### config.mk
export PLATFORM = sky130hd
export DESIGN_NAME = silife_step_scheduler
export DESIGN_NICKNAME = d
export VERILOG_FILES = /design/src/rtl/silife_step_scheduler.sv
export SDC_FILE = /design/constraint.sdc
export NUM_CORES = 1
export LEC_CHECK = 0
export BUFFER_PORTS_ARGS = -buffer_cell sky130_fd_sc_hd__buf_2
export CORE_ASPECT_RATIO = 0.6
export CORE_MARGIN = 2
export CORE_UTILIZATION = 45
export DETAILED_ROUTE_END_ITERATION = 7
export PLACE_DENSITY_LB_ADDON = 0.1
export SLEW_MARGIN = 25
export SYNTH_ARGS = -nofsm -noshare
export SYNTH_HDL_FRONTEND = slang
export SYNTH_SLANG_ARGS = --single-unit
### constraint.sdc
create_clock -name clk -period 1.8 [get_ports clk]
set_input_delay 0.09 -clock clk [delete_from_list [all_inputs] [get_ports clk]]
set_output_delay 0.09 -clock clk [all_outputs]
set_load 0.005 [all_outputs]
### src/rtl/silife_step_scheduler.sv
`default_nettype none
// ============================================================================
//  Module   : silife_step_scheduler
//  Purpose  : Paces SiLife grid generations (free-run / single-step) and
//             requests exactly one MAX7219 frame after each generation.
//  Revision : 1.0  initial release
// ============================================================================
module silife_step_scheduler #(
    parameter int PERIOD_W = 16,
    parameter int GEN_W    = 16
) (
    input  logic                clk,
    input  logic                rst_n,
    input  logic                i_run,
    input  logic                i_step,
    input  logic [PERIOD_W-1:0] i_period,
    input  logic                i_wr_active,
    input  logic                i_disp_enable,
    input  logic                i_disp_busy,
    output logic                o_grid_enable,
    output logic                o_disp_frame,
    output logic [GEN_W-1:0]    o_gen_count,
    output logic                o_idle
);

    typedef enum logic [2:0] {
        ST_IDLE  = 3'd0,
        ST_DELAY = 3'd1,
        ST_SYNC  = 3'd2,
        ST_STEP  = 3'd3,
        ST_FRAME = 3'd4,
        ST_DRAIN = 3'd5
    } state_t;

    localparam logic [PERIOD_W-1:0] C_CNT_MAX = {PERIOD_W{1'b1}};

    state_t              r_state;
    state_t              w_next_state;
    state_t              w_post_target;
    logic [PERIOD_W-1:0] r_cnt;
    logic [GEN_W-1:0]    r_gen_count;
    logic                r_step_pending;
    logic                r_step_prev;
    logic                w_step_edge;
    logic                w_step_req;

    assign w_step_edge   = i_step & ~r_step_prev;
    assign w_step_req    = r_step_pending | w_step_edge;
    // i_run is sampled on leaving the generation, so a mid-sequence drop still finishes it
    assign w_post_target = i_run ? ST_DELAY : ST_IDLE;

    always_ff @(posedge clk or negedge rst_n) begin
        if (!rst_n) begin
            r_state <= ST_IDLE;
        end else begin
            r_state <= w_next_state;
        end
    end

    always_comb begin
        w_next_state = r_state;
        case (r_state)
            ST_IDLE: begin
                if (w_step_req) begin
                    w_next_state = ST_SYNC;
                end else if (i_run) begin
                    w_next_state = ST_DELAY;
                end
            end
            ST_DELAY: begin
                if (w_step_req) begin
                    w_next_state = ST_SYNC;
                end else if (!i_run) begin
                    w_next_state = ST_IDLE;
                end else if (r_cnt >= i_period) begin
                    w_next_state = ST_SYNC;
                end
            end
            ST_SYNC: begin
                if (!i_wr_active && !(i_disp_enable && i_disp_busy)) begin
                    w_next_state = ST_STEP;
                end
            end
            ST_STEP: begin
                w_next_state = i_disp_enable ? ST_FRAME : w_post_target;
            end
            ST_FRAME: begin
                if (i_disp_busy) begin
                    w_next_state = ST_DRAIN;
                end else if (!i_disp_enable) begin
                    w_next_state = w_post_target;
                end
            end
            ST_DRAIN: begin
                if (!i_disp_busy || !i_disp_enable) begin
                    w_next_state = w_post_target;
                end
            end
            default: w_next_state = ST_IDLE;
        endcase
    end

    // Delay counter restarts on every entry into DELAY and saturates at all-ones
    always_ff @(posedge clk or negedge rst_n) begin
        if (!rst_n) begin
            r_cnt <= '0;
        end else if ((r_state != ST_DELAY) && (w_next_state == ST_DELAY)) begin
            r_cnt <= '0;
        end else if ((r_state == ST_DELAY) && (r_cnt != C_CNT_MAX)) begin
            r_cnt <= r_cnt + 1'b1;
        end
    end

    // Clearing on STEP entry wins so that an edge arriving on that same cycle is merged
    always_ff @(posedge clk or negedge rst_n) begin
        if (!rst_n) begin
            r_step_pending <= 1'b0;
            r_step_prev    <= 1'b0;
        end else begin
            r_step_prev <= i_step;
            if ((r_state != ST_STEP) && (w_next_state == ST_STEP)) begin
                r_step_pending <= 1'b0;
            end else if (w_step_edge) begin
                r_step_pending <= 1'b1;
            end
        end
    end

    always_ff @(posedge clk or negedge rst_n) begin
        if (!rst_n) begin
            r_gen_count <= '0;
        end else if (r_state == ST_STEP) begin
            r_gen_count <= r_gen_count + 1'b1;
        end
    end

    assign o_grid_enable = (r_state == ST_STEP);
    assign o_disp_frame  = (r_state == ST_FRAME);
    assign o_idle        = (r_state == ST_IDLE);
    assign o_gen_count   = r_gen_count;

endmodule
`default_nettype wire
# Word level (Yosys, flattened, before mapping)
# Cells that the tools add are included.
# Widths: inputs -> output; s select.
[totals]
elab_cells = 50
reg_bits = 37
inputBits = 23
output_inout_bits = 19
[op_classes]
eq_ne = 10
bitwise_logic = 3
n_reduce_logical = 13
addsub = 2
n_lt_le_gt_ge = 1
n_mux = 16
[op_table]
columns = ["operator", "count"]
rows = [
  ["$add 16x1->16 const B", 2],
  ["$mux 16", 2],
  ["$mux 3", 10],
  ["$pmux 3 s6", 1],
  ["$ge 16x16->1", 1],
  ["$ne 16x16->1 const B", 1],
  ["$eq 3x2->1 const B", 3],
  ["$eq 3x1->1 const B", 2],
  ["$eq 3x3->1 const B", 2],
  ["$logic_and 1x1->1", 5],
  ["$logic_not 1->1", 4],
  ["$reduce_bool 2->1", 2],
  ["$logic_not 3->1", 1],
  ["$mux 1", 3],
  ["$ne 3x1->1 const B", 1],
  ["$ne 3x2->1 const B", 1],
  ["$and 1x1->1", 1],
  ["$logic_or 1x1->1", 1],
  ["$not 1->1", 1],
  ["$or 1x1->1", 1],
]

# Longest topological paths before layout
# Gate-level depths: netlist of the first run.
[depth]
depth_word = 8
depth_mapped = 8
depth_no_buf = 7

# Worst setup path after synthesis of the first run
# OpenSTA, ideal clock, no wires.
[synth_timing]
path_type = "reg2reg"
start = "reg r_state[1]"
end = "reg r_cnt[10]"
period_less_slack_ps = 1809
t_required_ps = 1681
setup_ps = 119
setup_slack_ps = -9
arrival_time_ps = 1690
stages_incl_launch_ff = 7
path_buffers = 2
path_cell_list = "dfrtp_1 > buf_6 > or3_1 > or2b_1 > a221oi_4 > buf_8 > nor2_2"
[synth_via]
elab_chain_cells = 7
word_cells_on_any_way = 22
cone_classes = "eq/ne (7); mux (11); reduce/logical (4)"
[synth_lines]
columns = ["item", "line_no", "rtl"]
rows = [
  ["start: declaration", "37", "state_t r_state;"],
  ["start signal: assignment", "56", "r_state <= w_next_state;"],
  ["$mux 3", "75", "end else if (r_cnt >= i_period) begin"],
  ["$mux 3", "73", "end else if (!i_run) begin"],
  ["$mux 3", "71", "if (w_step_req) begin"],
  ["$pmux 3 s6", "62", "case (r_state)"],
  ["$eq 3x1->1", "107", "end else if ((r_state != ST_DELAY) && (w_next_state == ST_DELAY)) begin"],
  ["$logic_and 1x1->1", "107", ""],
  ["$mux 16 / $reduce_bool 2->1 (equally long branches)", "n/a", ""],
  ["end signal: assignment", "110", "r_cnt <= r_cnt + 1'b1;"],
  ["end: declaration", "40", "logic [PERIOD_W-1:0] r_cnt;"],
]
# Parallel ways exist; a longest one is shown, timed or not.
# A chain may end at the register's enable or synchronous reset.

# Worst setup path after layout of the first run
[layout_timing]
start = "reg r_state[1]"
end = "reg r_cnt[9]"
# Same word-level chain as after synthesis.

==> flow_summary.toml, run 1 <==
[drt]
drt_wl_total_mm = 5.37
drtIter0Drc = 121
post_drt_wl_per_cell_um = 14.0
wl_met1_mm = 3.17
ant_nets = 0
via_per_inst = 5.11
drc_errors = 0
dr_total_vias = 1964
wl_met3_um = 302
dr.pass1.iters = 4
wl_met2_mm = 1.87
route.top_layer_used = "met4"

[pwr]
p_per_area_nw_per_um2 = 1050
ir_worst_vdd_v = 0.000720
p_leak_nw = 1.51

[floorplan]
die_h_um = 60.0
dieArea_sq_um = 5850
core_sq_um = 5050
ios = 42
rows = 20
start_util_pct = 46.6
die_x_um = 97.4

[timing]
tightestPinTransition_ns = 0.817
rsz0062_at_grt = "yes"
timing.final.crit_share_pct = 101
fin_skew_ns = 0.00609
fmax_mhz = 553
whs_ns = 0.119
final-hold-violation-count = 0
period_needed_ns = 1.81
setup_viol = 2
slew_headroom_pct = 45.5
slew_violations = 0
layout_setup_ws_ns = -0.00913

[clock_network]
numCtsBuffers = 5
clock_latency_ns = 0.29
path_clk_slew_ns = 0.08
cts_tree = "done"
clkSinkCount = 37
cts_root_buffer = "clkbuf_8"
cts.path.max_buffers = 2
ctsHtreeMaxLevel = 2

[logic_synthesis]
synth_cell_type_count = 52
syn_area_per_cell_sq_um = 9.85
synth-async-reset-ratio_pct = 100
synth_edf_count = 0
syn-num-nets = 280
yosys-top-cells-area = "dfrtp_1, ha_1, xnor2_1"
ys_ff_latch = 37
synth_seq_area_share_pct = 39.3
synth_top_cell_area_share_pct = 39.3
synthFlopType = "dfrtp_1"
synth_cells = 239
synth_area_leader_cell = "dfrtp_1"
ys_warn_count = 0
synth_area_sq_um = 2350

[final_layout]
fin_area_sq_um = 3060
n_fill_cell = 456
finalNetCount = 358
area_growth_pct = 29.9
drive_gt1_share_pct = 36.5
diodes = 0

[place]
port-buffer-count = 41
dpl.hpwl_mm = 4.21
placed_area_sq_um = 2850
gp_congestion = 0.837

[setup_path]
timing.rr.end = "r_cnt[9]"
cp.required_ns = 1.97
crit_fanout = 16
cp-end-kind = "flop"
slowest_stage = "dfrtp_2"
startpoint_type = "flop"
crit_type = "flop to flop"
r2r_setup_slack_ns = -0.009
r2r_start = "r_state[1]"
worst_path_largest_cell_delay_ns = 0.46
worstPathCellList = "or3_4, or2b_1, a221oi_4, buf_12, nor3_1"
reg2reg_depth = 5
crit_arrival_ns = 1.98

[run_status]
status = "finished with violations"
violations = "setup timing"

[min_path]
holdCritPathClass = "primary input to flop"
min_to = "r_state[0]"
min_path_cells = 3
worstHoldStart = "i_run"

[global_route]
grt_max_degree = 38
grt_overflow_total = 0
grt_pass1_vias = 1769
grt_usage_pct = 20.0
grt_pass1_wl_mm = 9.07
antenna_found_initial = 0

[job]
cap_violations = 0
-- cells by family after synthesis --
family / share of synthesized area (%)
adder cells (fa/ha/maj): 9.99
buffers and inverters: 4.73
flip-flops: 39.3
XOR/XNOR: 10.8
AO/OA/AOI/OAI: 9.78
multiplexers: 0.425
AND/OR/NAND/NOR: 25.0
-- metal layers --
| layer | up-vias | GRT usage, % |
|---|---|---|
| met5 | - | 0 |
| met4 | 0 | 4.17 |
| met3 | 2 | 4.56 |
| met2 | 35 | 24.4 |
| met1 | 922 | 34.0 |
| li1 | 1005 | - |
-- cell usage after synthesis, types with 2 or more instances --
cell and count:
nand4_1 9, xor2_1 4, inv_1 20, and3_1 5
nor3_1 9, dfrtp_1 37, nor2_2 10, nor2_1 14
nand4_2 2, ha_1 18, o21ai_0 2, xnor2_1 25
nand2_1 16, a21oi_1 10, a211oi_1 4, nand3_1 14
nor4_1 5
-- registers in the layout, summed over array words and instances (netlist names) --
register and cells:
r_cnt 16, r_step_prev 1, r_state 3, o_gen_count 16, r_step_pending 1
-- placed cells by master, fill, tap and decap left out, types with 2 or more instances in the layout --
master	Yosys	routed
buf_2	0	41
dfrtp_1	37	36
buf_4	0	29
xnor2_1	25	25
inv_1	20	20
ha_1	18	17
nand2_1	16	16
nor2_1	14	14
nand3_1	14	13
a21oi_1	10	10
nor2_2	10	10
nand4_1	9	9
nor3_1	9	7
clkbuf_8	0	6
and3_1	5	5
nor4_2	1	4
xor2_1	4	4
a211oi_2	1	3
a211oi_1	4	2
o21ai_0	2	2
nor3_2	0	2
or2_1	1	2
nand4_2	2	2
nor4_1	5	2
dlygate4sd3_1	0	2
-- final cells by class --
type / instances / area, sq um / area share (%)
Tap cell: 66 / 82.6 / 2.70
Clock inverter: 2 / 37.5 / 1.23
Timing Repair Buffer: 73 / 463 / 15.1
Inverter: 22 / 85.1 / 2.78
Multi-Input combinational cell: 178 / 1380 / 45.2
Sequential cell: 37 / 927 / 30.3
Clock buffer: 6 / 82.6 / 2.70
-- critical path: cells and delay by family, from the launching register on --
family / cells / cell delay, ns
AOI/OAI and AO/OA: 1 / 0.30
buffers and inverters: 1 / 0.20
and+or+nand+nor: 3 / 0.73
DFF: 1 / 0.46
-- worst max-delay path by stage --
stage / slack, ns / startpoint / to / cells past startpoint
3_3_place_gp: -0.05 / r_state[2] / r_cnt[9] / 6
6_report: -0.009 / r_state[1] / r_cnt[9] / 5
5_1_grt: -0.11 / r_state[1] / r_cnt[15] / 6
4_1_cts: -0.008 / r_state[0] / r_cnt[9] / 7
2_1_floorplan: -0.003 / r_state[1] / r_cnt[10] / 6
3_5_place_dp: -0.05 / r_cnt[0] / r_state[1] / 7
-- stage by stage --
step                TNS [ns]  instances  power (mW)  utilization (%)  worst slack (ns)
floorplan            -0.0288        239        1.86                -          -0.00290
global route           -1.26        384        3.41             60.5            -0.109
CTS                  -0.0135        384        3.19             59.6          -0.00806
global placement      -0.391        373        2.36             56.3           -0.0456
finish               -0.0132        384        3.20             60.5          -0.00913
detailed placement    -0.381        373        2.39             56.3           -0.0534
-- power breakdown --
group	total [mW]	switching, mW	internal, mW
Sequential	1.14	0.168	0.973
Clock	0.757	0.307	0.451
Combinational	1.30	0.630	0.672
-- what timing repair did --
| action | in CTS | in global routing |
|---|---|---|
| hold endpoints to repair | 38 | 0 |
| setup endpoints to repair | 17 | 21 |
| gates resized for setup | 5 | 10 |
| hold buffers | 2 | 0 |
| buffers inserted | 1 | 0 |
| pin swaps | 0 | 5 |
No activity file was read; power rests on OpenSTA's default activity.
==> inputs of run 2 (changes only) <==
--- a/config.mk
+++ b/config.mk
@@ -5,10 +5,12 @@
 export SDC_FILE = /design/constraint.sdc
 export NUM_CORES = 1
 export LEC_CHECK = 0
+export ABC_AREA = 1
 export BUFFER_PORTS_ARGS = -buffer_cell sky130_fd_sc_hd__buf_2
 export CORE_ASPECT_RATIO = 0.6
 export CORE_MARGIN = 2
 export CORE_UTILIZATION = 45
+export CTS_BUF_LIST = sky130_fd_sc_hd__clkbuf_4 sky130_fd_sc_hd__clkbuf_8
 export DETAILED_ROUTE_END_ITERATION = 7
 export PLACE_DENSITY_LB_ADDON = 0.1
 export SLEW_MARGIN = 25
==> constraint.sdc (replaced) <==
create_clock -name clk -period 1.7 [get_ports clk]
set_input_delay 0.085 -clock clk [delete_from_list [all_inputs] [get_ports clk]]
set_output_delay 0.085 -clock clk [all_outputs]
set_load 0.005 [all_outputs]
==> run 2 against run 1 <==
  * The flow still finishes with violations (setup timing)
  * Cell count up 14%
  * Global-route usage down 1.4 points
  * Sequential share of layout area down 1.4 points
  * First-iteration DRC count down 32%
  * Non-clock buffer count up 11
  * Register-to-register slack worse by 0.23 ns
  * Clock power up 7.3%
  * Fmax down 6.8%
  * Die area down 2.0%
  * Largest power group unchanged
==> flow_summary.toml, run 2 <==
[run_status]
status = "finished with violations"
violations = "setup timing"

[timing]
fin_skew_ns = 0.00909
slew_violations = 0
period_needed_ns = 1.94
rsz0062_at_grt = "yes"
timing.final.crit_share_pct = 114
finalSetupTns_ns = -3.59
tightestPinTransition_ns = 0.464
final-hold-violation-count = 0
setup_viol = 16
layout_setup_ws_ns = -0.241
slew_headroom_pct = 69.1
fmax_mhz = 515

[global_route]
grt_overflow_total = 0
grt_usage_pct = 18.6
antenna_found_initial = 0
grt_max_degree = 21
grt_pass1_wl_mm = 7.97
grt_pass1_vias = 1759

[pwr]
power_mw = 4.30
p_leak_nw = 1.69
ir_worst_vdd_v = 0.000755
p_per_area_nw_per_um2 = 1340

[final_layout]
diodes = 0
drive_gt1_share_pct = 36.5
fin_area_sq_um = 3220
final_cell_mix = "nand2_1, buf_2, inv_1"
finalNetCount = 410
area_growth_pct = 39.5
final_common_cell = "nand2_1"

[clock_network]
cts.path.max_buffers = 2
numCtsBuffers = 5
cts_tree = "done"
cts_root_buffer = "clkbuf_8"
ctsHtreeMaxLevel = 2
clock_latency_ns = 0.29
clkSinkCount = 37
path_clk_slew_ns = 0.07

[min_path]
holdCritPathClass = "primary input to flop"
min_path_cells = 4

[place]
gp_congestion = 0.798
dpl.hpwl_mm = 3.87
placed_area_sq_um = 2880
port-buffer-count = 41
dp_slack_ns = -0.223

[logic_synthesis]
synth_area_leader_cell = "dfrtp_1"
synth_cells = 279
synth_edf_count = 0
synth_seq_area_share_pct = 40.2
synth_common_cells = "nand2_1, nor2_1, inv_1"
ys_warn_count = 0
ys_ff_latch = 37
synthFlopType = "dfrtp_1"
synth-async-reset-ratio_pct = 100
yosys-top-cells-area = "dfrtp_1, ha_1, nand2_1"
synth_area_sq_um = 2300
synth.most_common_cell = "nand2_1"
synth_top_cell_area_share_pct = 40.2
syn_area_per_cell_sq_um = 8.26
syn-num-nets = 320
synth_cell_type_count = 28

[drt]
drc_errors = 0
post_drt_wl_per_cell_um = 11.5
ant_nets = 0
dr_total_vias = 2005
dr.pass1.iters = 4
drt_wl_total_mm = 5.01
drtIter0Drc = 82
via_per_inst = 4.60

[floorplan]
rows = 20
dieArea_sq_um = 5730
start_util_pct = 46.0
die_x_um = 96.4
ios = 42
die_h_um = 59.4
core_sq_um = 5000

[setup_path]
crit_fanout = 7
reg2reg_depth = 17
crit_arrival_ns = 2.12
cp.required_ns = 1.88
cp-end-kind = "flop"
startpoint_type = "flop"
crit_type = "flop to flop"

[job]
cap_violations = 0
run 2: cell families after synthesis:
group	after synthesis	share of synthesized area, %
compound gates	18	4.18
flops	37	40.2
buf+inv	41	7.00
xor+xnor	28	10.6
simple gates	137	28.2
fa+ha+maj	18	9.77
run 2: path summary, 6_finish.rpt:
path	slack [ns]	start	to
worst max-delay path	-0.24	r_cnt[0]	r_cnt[13]
worst min-delay path	0.10	i_wr_active	r_step_pending
worst max register to register	-0.24	r_cnt[0]	r_cnt[13]
worst min register to register	0.46	o_gen_count[15]	o_gen_count[15]
max in group asynchronous	0.94	rst_n	r_state[0]
min in group asynchronous	0.27	rst_n	r_cnt[8]
run 2: metal layers:
layer  vias up  share of wire, %  GRT usage [%]
met4         0               1.2           6.04
met1       885                53           28.6
met2        47                39           25.5
met3         8               6.1           4.33
met5         -                 0              0
li1       1065                 -              -
run 2: area by class of cell:
class / count / area, sq um
repair buffers: 84 / 557
flip-flops and latches: 37 / 928
fillers: 471 / 1790
well taps: 66 / 82.6
clock buffers: 7 / 90.1
multi-input cells: 201 / 1380
clock inverters: 1 / 30.0
inverters: 40 / 150
run 2: per-stage QoR:
stage          std cells  util (%)  hold slack (ns)
2_1_floorplan        279         -           -0.211
3_3_place_gp         423      57.6           0.0654
3_5_place_dp         423      57.6           0.0709
4_1_cts              433      61.1            0.104
5_1_grt              436      64.3            0.137
6_report             436      64.3            0.105
run 2: critical path: stages (launching register included):
cell,delay [ns]
dfrtp_1,0.35
inv_1,0.04
ha_1,0.28
nand2_2,0.09
nor2_2,0.03
nor2_1,0.08
nand2_1,0.07
nand2_1,0.08
nand2_2,0.06
nand2_2,0.08
nand3_2,0.07
nand2_1,0.06
nand2_1,0.05
nand2_1,0.07
nand2_2,0.07
nor2_4,0.15
buf_6,0.15
nor2_1,0.04
run 2: power by group:
part           switching, mW  internal (mW)
clock network          0.318          0.494
logic                   1.05           1.06
registers              0.237           1.14
run 2: what timing repair did:
item / 4_1_cts / 5_1_grt
endpoints found under the setup margin: 17 / 21
buffers inserted: 0 / 3
cloned: 0 / 0
endpoints found under the hold margin: 18 / 0
resized for setup: 7 / 29
hold buffers: 2 / 0
pin swaps: 1 / 7
